$ cat src/rtl/bit_serializer_pkg.sv
// Shared definitions for the bit serializer and the pattern-detector bench that consumes its stream.
package bit_serializer_pkg;

  typedef enum logic {
    IDLE  = 1'b0,
    SHIFT = 1'b1
  } ser_state_t;

  localparam int   SER_DEFAULT_WIDTH = 8;
  localparam logic SER_IDLE_BIT      = 1'b0;

endpackage

$ cat src/rtl/bit_serializer_if.sv
// Parallel word handshake into the serializer: producer is master, serializer is slave.
interface bit_serializer_if
  import bit_serializer_pkg::*;
#(
  parameter int WIDTH = SER_DEFAULT_WIDTH
);

  logic [WIDTH-1:0] in_data;
  logic             in_valid;
  logic             in_ready;

  modport master (output in_data, output in_valid, input in_ready);
  modport slave  (input in_data, input in_valid, output in_ready);

endinterface

$ cat src/rtl/bit_serializer.sv
// Parallel-in, serial-out stage: one bit per clock, back-to-back words with no gap cycle.
module bit_serializer
  import bit_serializer_pkg::*;
#(
  parameter int   WIDTH     = SER_DEFAULT_WIDTH,
  parameter bit   MSB_FIRST = 1'b1,
  parameter logic IDLE_BIT  = SER_IDLE_BIT
) (
  input  logic                   clk,
  input  logic                   rst,
  bit_serializer_if.slave        in_if,
  output logic                   ser_out,
  output logic                   ser_valid,
  output logic                   ser_last,
  output logic                   busy
);

  localparam int             CW       = $clog2(WIDTH);
  localparam logic [CW-1:0]  LAST_IDX = CW'(WIDTH - 1);

  ser_state_t       state_reg;
  ser_state_t       state_next;
  logic [CW-1:0]    bit_cnt_reg;
  logic [WIDTH-1:0] shift_reg;
  logic             ser_out_reg;
  logic             ser_valid_reg;
  logic             ser_last_reg;
  logic             at_last;
  logic             accept;
  logic             in_ready_int;

  // Bit presented next, and the word with that bit consumed.
  function automatic logic head_bit(input logic [WIDTH-1:0] w);
    return MSB_FIRST ? w[WIDTH-1] : w[0];
  endfunction

  function automatic logic [WIDTH-1:0] drop_head(input logic [WIDTH-1:0] w);
    return MSB_FIRST ? {w[WIDTH-2:0], 1'b0} : {1'b0, w[WIDTH-1:1]};
  endfunction

  always_ff @(posedge clk) begin
    if (rst) begin
      state_reg <= IDLE;
    end else begin
      state_reg <= state_next;
    end
  end

  always_comb begin
    state_next = state_reg;
    case (state_reg)
      IDLE:    if (accept) state_next = SHIFT;
      SHIFT:   if (at_last && !accept) state_next = IDLE;
      default: state_next = IDLE;
    endcase
  end

  always_comb begin
    at_last      = (state_reg == SHIFT) && (bit_cnt_reg == LAST_IDX);
    in_ready_int = !rst && ((state_reg == IDLE) || at_last);
    accept       = in_if.in_valid && in_ready_int;
    busy         = (state_reg == SHIFT);
  end

  assign in_if.in_ready = in_ready_int;

  // An accept on the last-bit cycle reloads directly, so the stream never gaps.
  always_ff @(posedge clk) begin
    if (rst) begin
      bit_cnt_reg   <= '0;
      shift_reg     <= '0;
      ser_out_reg   <= IDLE_BIT;
      ser_valid_reg <= 1'b0;
      ser_last_reg  <= 1'b0;
    end else if (accept) begin
      shift_reg     <= drop_head(in_if.in_data);
      ser_out_reg   <= head_bit(in_if.in_data);
      bit_cnt_reg   <= '0;
      ser_valid_reg <= 1'b1;
      ser_last_reg  <= 1'b0;
    end else if (state_reg == SHIFT && !at_last) begin
      shift_reg     <= drop_head(shift_reg);
      ser_out_reg   <= head_bit(shift_reg);
      bit_cnt_reg   <= bit_cnt_reg + CW'(1);
      ser_valid_reg <= 1'b1;
      ser_last_reg  <= (bit_cnt_reg + CW'(1)) == LAST_IDX;
    end else if (state_reg == SHIFT) begin
      ser_out_reg   <= IDLE_BIT;
      ser_valid_reg <= 1'b0;
      ser_last_reg  <= 1'b0;
    end
  end

  assign ser_out   = ser_out_reg;
  assign ser_valid = ser_valid_reg;
  assign ser_last  = ser_last_reg;

endmodule
$ cat src/flat_wrapper.sv
// flat-port wrapper written by rule: the top's interface ports become plain ports
module bit_serializer_flat import bit_serializer_pkg::*;
#(
  parameter int   WIDTH     = SER_DEFAULT_WIDTH,
  parameter bit   MSB_FIRST = 1'b1,
  parameter logic IDLE_BIT  = SER_IDLE_BIT
)
  (clk, rst, ser_out, ser_valid, ser_last, busy, in_if_in_data, in_if_in_valid, in_if_in_ready);
  bit_serializer_if #(.WIDTH(WIDTH)) in_if_i ();
  input  logic clk;
  input  logic rst;
  output logic ser_out;
  output logic ser_valid;
  output logic ser_last;
  output logic busy;
  input wire logic [$bits(in_if_i.in_data)-1:0] in_if_in_data;
  input wire logic [$bits(in_if_i.in_valid)-1:0] in_if_in_valid;
  output wire logic [$bits(in_if_i.in_ready)-1:0] in_if_in_ready;
  assign in_if_i.in_data = in_if_in_data;
  assign in_if_i.in_valid = in_if_in_valid;
  assign in_if_in_ready = in_if_i.in_ready;
  bit_serializer #(.WIDTH(WIDTH), .MSB_FIRST(MSB_FIRST), .IDLE_BIT(IDLE_BIT)) u_core (.clk(clk), .rst(rst), .in_if(in_if_i), .ser_out(ser_out), .ser_valid(ser_valid), .ser_last(ser_last), .busy(busy));
endmodule
$ cat config.mk
export PLATFORM = sky130hd
export DESIGN_NAME = bit_serializer_flat
export DESIGN_NICKNAME = d
export VERILOG_FILES = /design/src/rtl/bit_serializer_pkg.sv /design/src/rtl/bit_serializer_if.sv /design/src/rtl/bit_serializer.sv /design/src/flat_wrapper.sv
export SDC_FILE = /design/constraint.sdc
export NUM_CORES = 1
export LEC_CHECK = 0
export CORE_MARGIN = 1
export CORE_UTILIZATION = 48
export CTS_CLUSTER_SIZE = 14
export DETAILED_ROUTE_END_ITERATION = 7
export PLACE_DENSITY = 0.76
export SLEW_MARGIN = 20
export SYNTH_ARGS = -nofsm -noshare
export SYNTH_HDL_FRONTEND = slang
export SYNTH_SLANG_ARGS = --single-unit
export TNS_END_PERCENT = 1
$ cat constraint.sdc
create_clock -name clk -period 1.8 [get_ports clk]
set_clock_uncertainty 0.1 [all_clocks]
set_input_delay 0.36 -clock clk [delete_from_list [all_inputs] [get_ports clk]]
set_output_delay 0.36 -clock clk [all_outputs]
set_load 0.01 [all_outputs]
==> flow_summary.html, run 1 <==
<table>
<tr><th>Metric</th><th>Value</th></tr>
<tr><th colspan="2">Power and ir drop</th></tr>
<tr><td>Internal power</td><td>0.487 mW</td></tr>
<tr><td>Total design power</td><td>0.658 mW</td></tr>
<tr><td>Switching fraction of total power</td><td>26.0%</td></tr>
<tr><td>Comb power frac</td><td>21.4%</td></tr>
<tr><td>Total net switching power</td><td>0.171 mW</td></tr>
<tr><td>Sequential share of power</td><td>52.3%</td></tr>
<tr><td>Worst ir drop on vdd</td><td>473 uV</td></tr>
<tr><td>Pwr Density</td><td>664 nW/um^2</td></tr>
<tr><td>Power share of the clock group</td><td>26.3%</td></tr>
<tr><td>Leakage power summed over all cells</td><td>0.411 nW</td></tr>
<tr><th colspan="2">Synth</th></tr>
<tr><td>Async SR Flop Fraction</td><td>0%</td></tr>
<tr><td>Mean post-synth cell area</td><td>10.7 sq um</td></tr>
<tr><td>Post-Syn Area</td><td>741 sq um</td></tr>
<tr><td>Cell types with the highest counts after synthesis</td><td>sky130_fd_sc_hd__dfxtp_1, sky130_fd_sc_hd__nor2_1, sky130_fd_sc_hd__mux2i_1, sky130_fd_sc_hd__a211oi_2</td></tr>
<tr><td>Post-synth top area share</td><td>37.8%</td></tr>
<tr><td>Number of nets produced by synthesis</td><td>83</td></tr>
<tr><td>Number of register bits inferred by synthesis</td><td>14</td></tr>
<tr><td>Synth warn</td><td>0</td></tr>
<tr><td>Library cell with the highest instance count after synthesis</td><td>sky130_fd_sc_hd__dfxtp_1</td></tr>
<tr><td>Leading post-synthesis cells by cell area</td><td>sky130_fd_sc_hd__dfxtp_1, sky130_fd_sc_hd__mux2i_1, sky130_fd_sc_hd__a211oi_2</td></tr>
<tr><td>Most area-hungry cell type in the Yosys netlist</td><td>sky130_fd_sc_hd__dfxtp_1</td></tr>
<tr><td>Sequential fraction of the synthesis area</td><td>37.8%</td></tr>
<tr><td>Post-synthesis instance total</td><td>69</td></tr>
<tr><td>Main synth FF type</td><td>sky130_fd_sc_hd__dfxtp_1</td></tr>
<tr><td>Number of enable-type register cells in the synthesized netlist</td><td>0</td></tr>
<tr><td>Count of distinct cell types in the synthesized netlist</td><td>23</td></tr>
<tr><th colspan="2">Cells and area</th></tr>
<tr><td>Relative area change from synthesis to final layout</td><td>33.8%</td></tr>
<tr><td>Diodes inserted</td><td>0</td></tr>
<tr><td>Fraction of layout cells with a size suffix above 1</td><td>36.8%</td></tr>
<tr><td>Layout Cells excl Fill</td><td>110</td></tr>
<tr><td>Number of flip-flops under the largest register name</td><td>7</td></tr>
<tr><td>Final design area excluding fillers</td><td>991 sq um</td></tr>
<tr><td>Net total in the final layout</td><td>111</td></tr>
<tr><th colspan="2">Floorplan</th></tr>
<tr><td>Die Span X</td><td>41.3 um</td></tr>
<tr><td>Area of the die</td><td>1700 sq um</td></tr>
<tr><td>Starting Density</td><td>54.2%</td></tr>
<tr><td>Core Box Area</td><td>1370 sq um</td></tr>
<tr><td>Num ports</td><td>16</td></tr>
<tr><td>Vertical die dimension</td><td>41.3 um</td></tr>
<tr><td>Row Count</td><td>13</td></tr>
<tr><th colspan="2">Worst setup path</th></tr>
<tr><td>Endpoint of the worst setup timing path</td><td>in_if_in_ready</td></tr>
<tr><td>FF-to-FF setup slack</td><td>0.07 ns</td></tr>
<tr><td>Critical Path Source Type</td><td>flop</td></tr>
<tr><td>Startpoint of the lowest-slack register-to-register path</td><td>u_core.bit_cnt_reg[0]</td></tr>
<tr><td>Crit. End Element</td><td>output pin</td></tr>
<tr><td>Critical path data required time</td><td>1.34 ns</td></tr>
<tr><td>R2r endpoint</td><td>u_core.shift_reg[4]</td></tr>
<tr><td>Arrival time worst endpoint</td><td>1.36 ns</td></tr>
<tr><td>Depth of the worst register-to-register path</td><td>8</td></tr>
<tr><td>Source of the critical timing path</td><td>u_core.bit_cnt_reg[0]</td></tr>
<tr><td>Critical setup path kind</td><td>flop to output pin</td></tr>
<tr><td>CP Max Fanout</td><td>2</td></tr>
<tr><th colspan="2">Global route</th></tr>
<tr><td>Largest net degree at the start of global routing</td><td>16</td></tr>
<tr><td>Number of antenna violations at the first check in global routing</td><td>0</td></tr>
<tr><td>Met1 routing resource usage after global routing</td><td>23.1%</td></tr>
<tr><td>Final global-route overflow total</td><td>0</td></tr>
<tr><td>Most Crowded Layer GR</td><td>met2</td></tr>
<tr><td>Global-route track usage on met2</td><td>35.9%</td></tr>
<tr><td>First-pass GRT wire length</td><td>2.24 mm</td></tr>
<tr><td>Number of global-route vias before repair</td><td>522</td></tr>
<tr><td>Met3 usage in global routing</td><td>3.26%</td></tr>
<tr><td>GRT Overall Usage</td><td>20.6%</td></tr>
<tr><th colspan="2">Placed design</th></tr>
<tr><td>Gpl congestion</td><td>0.714</td></tr>
<tr><td>Port Buf Inserts</td><td>15</td></tr>
<tr><td>Area after DPL</td><td>931 sq um</td></tr>
<tr><td>DP Cell Count</td><td>105</td></tr>
<tr><td>Placement-stage worst setup slack</td><td>-0.170 ns</td></tr>
<tr><td>Detailed placer's ending HPWL</td><td>1.07 mm</td></tr>
<tr><th colspan="2">STA</th></tr>
<tr><td>Upper clock frequency limit</td><td>550 MHz</td></tr>
<tr><td>Portion of the clock cycle consumed by the worst path in the final layout</td><td>101%</td></tr>
<tr><td>Total setup violations reported at the end of the flow</td><td>1</td></tr>
<tr><td>Slew at the pin closest to its max-slew limit</td><td>0.231 ns</td></tr>
<tr><td>Min setup slack post-route</td><td>-0.0171 ns</td></tr>
<tr><td>Setup repair after global routing missed its margin</td><td>yes</td></tr>
<tr><td>Pins Over Slew Limit</td><td>0</td></tr>
<tr><td>Final worst path period need</td><td>1.82 ns</td></tr>
<tr><td>Relative max-transition margin</td><td>84.6%</td></tr>
<tr><td>Hold Vio Cnt, Final</td><td>0</td></tr>
<tr><th colspan="2">Drt</th></tr>
<tr><td>Antenna-violating nets left</td><td>0</td></tr>
<tr><td>WL/cell</td><td>13.9 um</td></tr>
<tr><td>Wire length reported by the detailed router</td><td>1.53 mm</td></tr>
<tr><td>First-pass iteration count of the detailed router</td><td>3</td></tr>
<tr><td>Via count</td><td>584</td></tr>
<tr><td>Remaining design rule violation count</td><td>0</td></tr>
<tr><td>Per-cell via count in the routed design</td><td>5.31</td></tr>
<tr><td>Detailed router's first-iteration violation count</td><td>7</td></tr>
<tr><th colspan="2">Outcome</th></tr>
<tr><td>Status</td><td>complete, but fails checks</td></tr>
<tr><td>Violations in the final reports</td><td>setup timing</td></tr>
<tr><th colspan="2">CTS</th></tr>
<tr><td>Number of buffers added by the clock tree synthesis step</td><td>3</td></tr>
<tr><td>Insertion delay of the later-clocked pin in the worst-skew pair</td><td>0.28 ns</td></tr>
<tr><td>Maximum level of the CTS H-tree</td><td>1</td></tr>
<tr><td>Clock tree from TritonCTS</td><td>yes</td></tr>
<tr><td>Clock sink total</td><td>14</td></tr>
<tr><td>Clock tree root driver cell</td><td>sky130_fd_sc_hd__clkbuf_4</td></tr>
<tr><td>Clk buf depth</td><td>2</td></tr>
<tr><td>Clock input transition at the sequential cells of the worst setup and hold paths</td><td>0.08 ns</td></tr>
<tr><th colspan="2">Hold path</th></tr>
<tr><td>Hold Path Class</td><td>flop to flop</td></tr>
<tr><th colspan="2">Job</th></tr>
<tr><td>Reported max-cap violation count</td><td>0</td></tr>
</table>
## through the flow
step	TNS (ns)	hold WS [ns]	utilization (%)
4_1_cts	-0.0179	0.366	72.0
3_5_place_dp	-0.170	0.352	68.1
2_1_floorplan	0	0.325	-
3_3_place_gp	-0.116	0.351	68.1
5_1_grt	-0.0456	0.379	72.5
6_report	-0.0171	0.365	72.5
## how the worst min path moves through the flow
stage                    start                  end  slack [ns]  depth (start not counted)
2_1_floorplan              rst  u_core.shift_reg[2]        0.32                          1
3_3_place_gp   u_core.ser_last      u_core.ser_last        0.35                          2
3_5_place_dp   u_core.ser_last      u_core.ser_last        0.35                          2
4_1_cts        u_core.ser_last      u_core.ser_last        0.37                          2
5_1_grt        u_core.ser_last      u_core.ser_last        0.38                          2
6_report       u_core.ser_last      u_core.ser_last        0.37                          2
## area by class of cell
| cell class | instances | area [sq um] |
|---|---|---|
| clock buffers | 3 | 22.5 |
| multi-input cells | 49 | 420 |
| inverters | 1 | 3.75 |
| well taps | 15 | 18.8 |
| repair buffers | 28 | 243 |
| flip-flops and latches | 14 | 283 |
| fillers | 104 | 375 |
## cell usage in the layout, fill, tap and decap left out, drive strengths merged
cell           synthesis  layout
clkbuf                 0       3
nand4b                 1       1
a21oi                  3       3
or3                    1       1
nand2b                 2       2
nor2b                  2       2
clkdlybuf4s50          0      14
and3b                  1       1
ha                     3       3
and2b                  1       1
nand2                  2       2
nor2                  12      12
a211oi                 6       6
nand3b                 2       2
dfxtp                 14      14
inv                    1       1
o21ai                  1       1
mux2i                  9       9
nor3                   2       2
buf                    5      14
a31oi                  1       1
## cell families after synthesis
group                    count (synthesis)  share of synthesized area, %
flip-flops                              14                          37.8
AND/OR/NAND/NOR                         26                          21.5
AO/OA/AOI/OAI                           11                          14.7
buffers and inverters                    6                          8.78
multiplexers                             9                          12.2
adder cells (fa/ha/maj)                  3                          5.07
## critical path: stages (launching register included)
cell and delay, ns:
sky130_fd_sc_hd__dfxtp_2 0.36, sky130_fd_sc_hd__ha_4 0.14, sky130_fd_sc_hd__ha_4 0.12, sky130_fd_sc_hd__and2b_2 0.21, sky130_fd_sc_hd__nor2_1 0.10, sky130_fd_sc_hd__buf_2 0.14
## routing by layer
layer  part of all wire [%]  up-vias  routed length, um
met3                    4.0        7                 61
met5                      0        -                  0
li1                       -      293                  -
met4                    3.1        0                 48
met1                     43      271                665
met2                     49       13                756
## timing repair
item	CTS	global route
hold buffers	0	0
endpoints found under the setup margin	1	1
gates resized for setup	10	0
gates cloned	0	0
buffers inserted	1	1
hold endpoints to repair	0	0
pin swaps	2	2
## power groups by stage
stage / combinational [mW] / sequential [mW] / clock, mW
global route: 0.154 / 0.346 / 0.189
global placement: 0.137 / 0.349 / 0
finish: 0.141 / 0.344 / 0.173
detailed placement: 0.140 / 0.350 / 0
floorplan: 0.0861 / 0.351 / 0
CTS: 0.139 / 0.344 / 0.177
Note: power is estimated with default switching activity, not from simulation.
==> run 2: changes to the inputs <==
Settings changed: CORE_UTILIZATION 48 to 43, PLACE_DENSITY 0.76 to 0.72.
Clock period 1.8 ns to 1.6 ns, I/O delays scaled along.
==> run 2 against run 1 <==
- clock-buffer cell count grew 1
- utilization decreased by 6.8 points
- the run ends with DRC, setup timing left
- highest routed layer unchanged
- final cell count is 0.91% lower
- largest power group unchanged
- critical endpoint unchanged
- via count is 5.5% lower
==> flow_summary.html, run 2 (synthesis results as in run 1) <==
<table>
<tr><th>Metric</th><th>Value</th></tr>
<tr><th colspan="2">STA</th></tr>
<tr><td>Setup repair after global routing missed its margin</td><td>yes (unchanged)</td></tr>
<tr><td>Portion of the clock cycle consumed by the worst path in the final layout</td><td>109%</td></tr>
<tr><td>Upper clock frequency limit</td><td>573 MHz</td></tr>
<tr><td>Pins Over Slew Limit</td><td>0 (unchanged)</td></tr>
<tr><td>Min setup slack post-route</td><td>-0.145 ns (was -0.0171 ns)</td></tr>
<tr><td>Relative max-transition margin</td><td>86.7% (was 84.6%)</td></tr>
<tr><td>Total setup violations reported at the end of the flow</td><td>1 (unchanged)</td></tr>
<tr><td>Final worst path period need</td><td>1.74 ns</td></tr>
<tr><td>Hold Vio Cnt, Final</td><td>0 (unchanged)</td></tr>
<tr><td>Post-route setup TNS</td><td>-0.145 ns (was -0.0171 ns)</td></tr>
<tr><td>Slew at the pin closest to its max-slew limit</td><td>0.199 ns (was 0.231 ns)</td></tr>
<tr><th colspan="2">Worst setup path</th></tr>
<tr><td>Critical path data required time</td><td>1.18 ns (was 1.34 ns)</td></tr>
<tr><td>Chain of cells forming the critical path</td><td>ha_4 -&gt; ha_4 -&gt; and2b_2 -&gt; nor2_2 -&gt; buf_2 (was ha_4 -&gt; ha_4 -&gt; and2b_2 -&gt; nor2_1 -&gt; buf_2)</td></tr>
<tr><td>Critical Path Source Type</td><td>flop (unchanged)</td></tr>
<tr><td>Critical setup path kind</td><td>flop to output pin (unchanged)</td></tr>
<tr><td>Arrival time worst endpoint</td><td>1.32 ns (was 1.36 ns)</td></tr>
<tr><td>Largest stage delay, worst path</td><td>0.36 ns (about the same)</td></tr>
<tr><td>Buffer and inverter count on the worst path</td><td>1 (unchanged)</td></tr>
<tr><td>Crit path max-delay cell type</td><td>sky130_fd_sc_hd__dfxtp_2 (unchanged)</td></tr>
<tr><td>Kind of cell adding the most delay to the critical path</td><td>flip-flops (unchanged)</td></tr>
<tr><td>Most used cell along the critical path</td><td>sky130_fd_sc_hd__ha_4 (unchanged)</td></tr>
<tr><td>Crit. End Element</td><td>output pin (unchanged)</td></tr>
<tr><td>CP Max Fanout</td><td>2 (unchanged)</td></tr>
<tr><th colspan="2">Global route</th></tr>
<tr><td>Number of global-route vias before repair</td><td>567 (was 522)</td></tr>
<tr><td>First-pass GRT wire length</td><td>2.45 mm (was 2.24 mm)</td></tr>
<tr><td>Final global-route overflow total</td><td>0 (unchanged)</td></tr>
<tr><td>Largest net degree at the start of global routing</td><td>16 (unchanged)</td></tr>
<tr><td>Number of antenna violations at the first check in global routing</td><td>0 (unchanged)</td></tr>
<tr><td>GRT Overall Usage</td><td>17.6% (was 20.6%)</td></tr>
<tr><th colspan="2">Cells and area</th></tr>
<tr><td>Final design area excluding fillers</td><td>1020 sq um (was 991 sq um)</td></tr>
<tr><td>Final core occ</td><td>65.7% (was 72.5%)</td></tr>
<tr><td>Leading cell type in the layout, fill and taps excluded</td><td>sky130_fd_sc_hd__dfxtp_1 (was sky130_fd_sc_hd__clkdlybuf4s50_1)</td></tr>
<tr><td>Relative area change from synthesis to final layout</td><td>38.3% (was 33.8%)</td></tr>
<tr><td>Number of flip-flops under the largest register name</td><td>7 (unchanged)</td></tr>
<tr><td>Most frequent cells in the layout</td><td>sky130_fd_sc_hd__dfxtp_1, sky130_fd_sc_hd__clkdlybuf4s50_1, sky130_fd_sc_hd__mux2i_1, sky130_fd_sc_hd__nor2_1, sky130_fd_sc_hd__buf_4 (was sky130_fd_sc_hd__clkdlybuf4s50_1, sky130_fd_sc_hd__buf_4, sky130_fd_sc_hd__dfxtp_1)</td></tr>
<tr><td>Layout Cells excl Fill</td><td>109 (was 110)</td></tr>
<tr><td>Fraction of layout cells with a size suffix above 1</td><td>37.6% (was 36.8%)</td></tr>
<tr><td>Net total in the final layout</td><td>108 (was 111)</td></tr>
<tr><td>Diodes inserted</td><td>0 (unchanged)</td></tr>
<tr><th colspan="2">Floorplan</th></tr>
<tr><td>Row Count</td><td>14 (was 13)</td></tr>
<tr><td>Vertical die dimension</td><td>43.5 um (was 41.3 um)</td></tr>
<tr><td>Starting Density</td><td>47.5% (was 54.2%)</td></tr>
<tr><td>Core Box Area</td><td>1560 sq um (was 1370 sq um)</td></tr>
<tr><td>Area of the die</td><td>1890 sq um (was 1700 sq um)</td></tr>
<tr><td>Die Span X</td><td>43.5 um (was 41.3 um)</td></tr>
<tr><td>Num ports</td><td>16 (unchanged)</td></tr>
<tr><th colspan="2">Placed design</th></tr>
<tr><td>Detailed placer's ending HPWL</td><td>923 um (was 1.07 mm)</td></tr>
<tr><td>Port Buf Inserts</td><td>15 (unchanged)</td></tr>
<tr><td>Gpl congestion</td><td>0.722 (was 0.714)</td></tr>
<tr><td>Area after DPL</td><td>950 sq um (was 931 sq um)</td></tr>
<tr><td>DP Cell Count</td><td>105 (unchanged)</td></tr>
<tr><th colspan="2">Power and ir drop</th></tr>
<tr><td>Pwr Density</td><td>783 nW/um^2 (was 664 nW/um^2)</td></tr>
<tr><td>Total design power</td><td>0.803 mW (was 0.658 mW)</td></tr>
<tr><td>Worst ir drop on vdd</td><td>542 uV (was 473 uV)</td></tr>
<tr><td>Leakage power summed over all cells</td><td>0.463 nW (was 0.411 nW)</td></tr>
<tr><th colspan="2">Outcome</th></tr>
<tr><td>Violations in the final reports</td><td>DRC, setup timing (was setup timing)</td></tr>
<tr><td>Status</td><td>complete, but fails checks (unchanged)</td></tr>
<tr><th colspan="2">CTS</th></tr>
<tr><td># Post-CTS Setup Buffers</td><td>0 (was 1)</td></tr>
<tr><td>Clock sink total</td><td>14 (unchanged)</td></tr>
<tr><td>Clock input transition at the sequential cells of the worst setup and hold paths</td><td>0.08 ns (about the same)</td></tr>
<tr><td>Clock tree root driver cell</td><td>sky130_fd_sc_hd__clkbuf_4 (unchanged)</td></tr>
<tr><td>Clock tree from TritonCTS</td><td>yes (unchanged)</td></tr>
<tr><td>Number of buffers added by the clock tree synthesis step</td><td>3 (unchanged)</td></tr>
<tr><td>Quantity of hold-fixing buffers added after cts</td><td>0 (unchanged)</td></tr>
<tr><td>Clk buf depth</td><td>2 (unchanged)</td></tr>
<tr><td>Maximum level of the CTS H-tree</td><td>1 (unchanged)</td></tr>
<tr><td>Insertion delay of the later-clocked pin in the worst-skew pair</td><td>0.28 ns (about the same)</td></tr>
<tr><th colspan="2">Drt</th></tr>
<tr><td>Per-cell via count in the routed design</td><td>5.06 (was 5.31)</td></tr>
<tr><td>Antenna-violating nets left</td><td>0 (unchanged)</td></tr>
<tr><td>Remaining design rule violation count</td><td>4 (was 0)</td></tr>
<tr><td>Wire length reported by the detailed router</td><td>1.36 mm (was 1.53 mm)</td></tr>
<tr><td>Via count</td><td>552 (was 584)</td></tr>
<tr><td>WL/cell</td><td>12.5 um (was 13.9 um)</td></tr>
<tr><td>First-pass iteration count of the detailed router</td><td>6 (was 3)</td></tr>
<tr><td>Detailed router's first-iteration violation count</td><td>8 (was 7)</td></tr>
<tr><th colspan="2">Hold path</th></tr>
<tr><td>Hold Path Class</td><td>flop to flop (unchanged)</td></tr>
<tr><th colspan="2">Job</th></tr>
<tr><td>Reported max-cap violation count</td><td>0 (unchanged)</td></tr>
</table>
-- run 2: changes by cell type in the layout (fill, tap and decap cells not counted) --
cell,before,now
sky130_fd_sc_hd__nor2_1,10,9
sky130_fd_sc_hd__nand2b_1,2,1
sky130_fd_sc_hd__buf_4,13,8
sky130_fd_sc_hd__buf_12,0,2
sky130_fd_sc_hd__nand2b_4,0,1
sky130_fd_sc_hd__clkdlybuf4s50_1,14,10
sky130_fd_sc_hd__dlymetal6s2s_1,0,3
sky130_fd_sc_hd__dlygate4sd2_1,0,1
sky130_fd_sc_hd__nor2_2,0,1
sky130_fd_sc_hd__clkbuf_8,0,1
-- run 2: power breakdown --
group | internal [mW] | switching (mW) | leakage [nW]
Combinational | 0.0916 | 0.0708 | 0.326
Sequential | 0.372 | 0.0137 | 0.116
Clock | 0.138 | 0.117 | 0.0210
Total | 0.602 | 0.201 | 0.463
-- run 2: metal layers --
layer / vias up / track usage (%) / share of wire [%] / wire [um]
li1: 287 / - / - / -
met1: 255 / 23.1 / 50 / 676
met2: 8 / 26.7 / 45 / 613
met3: 2 / 5.42 / 4.3 / 58
met4: 0 / 7.50 / 0.74 / 10
met5: - / 0 / 0 / 0
-- run 2: worst paths after layout --
kind	start	slack (ns)	endpoint	depth (start not counted)
setup / recovery	u_core.bit_cnt_reg[1]	-0.14	in_if_in_ready	5
hold / removal	u_core.ser_last	0.37	u_core.ser_last	2
setup reg to reg	u_core.bit_cnt_reg[1]	0.11	u_core.bit_cnt_reg[0]	7
hold reg to reg	u_core.ser_last	0.37	u_core.ser_last	2
-- run 2: cell type report --
class                           instances  area [sq um]
Inverter                                1          3.75
Multi-Input combinational cell         49           430
Sequential cell                        14           283
Timing Repair Buffer                   25           251
Clock buffer                            4          36.3
Tap cell                               16          20.0
Fill cell                             123           534
-- run 2: timing repair --
item,in CTS,in global routing
pin swaps,2,1
resized for setup,11,5
endpoints found under the setup margin,3,5
-- run 2: stage by stage --
| stage | hold slack [ns] | setup slack [ns] |
|---|---|---|
| 3_3_place_gp | 0.346 | -0.268 |
| 4_1_cts | 0.373 | -0.159 |
| 2_1_floorplan | 0.285 | 0.0937 |
| 5_1_grt | 0.399 | -0.209 |
| 6_report | 0.372 | -0.145 |
| 3_5_place_dp | 0.357 | -0.271 |
-- run 2: worst register-to-register path, stage by stage (launching register included) --
cell	delay [ns]
sky130_fd_sc_hd__dfxtp_2	0.34
sky130_fd_sc_hd__ha_4	0.16
sky130_fd_sc_hd__ha_4	0.15
sky130_fd_sc_hd__buf_4	0.13
sky130_fd_sc_hd__nand2b_4	0.14
sky130_fd_sc_hd__buf_12	0.15
sky130_fd_sc_hd__mux2i_1	0.17
sky130_fd_sc_hd__nor2_1	0.05
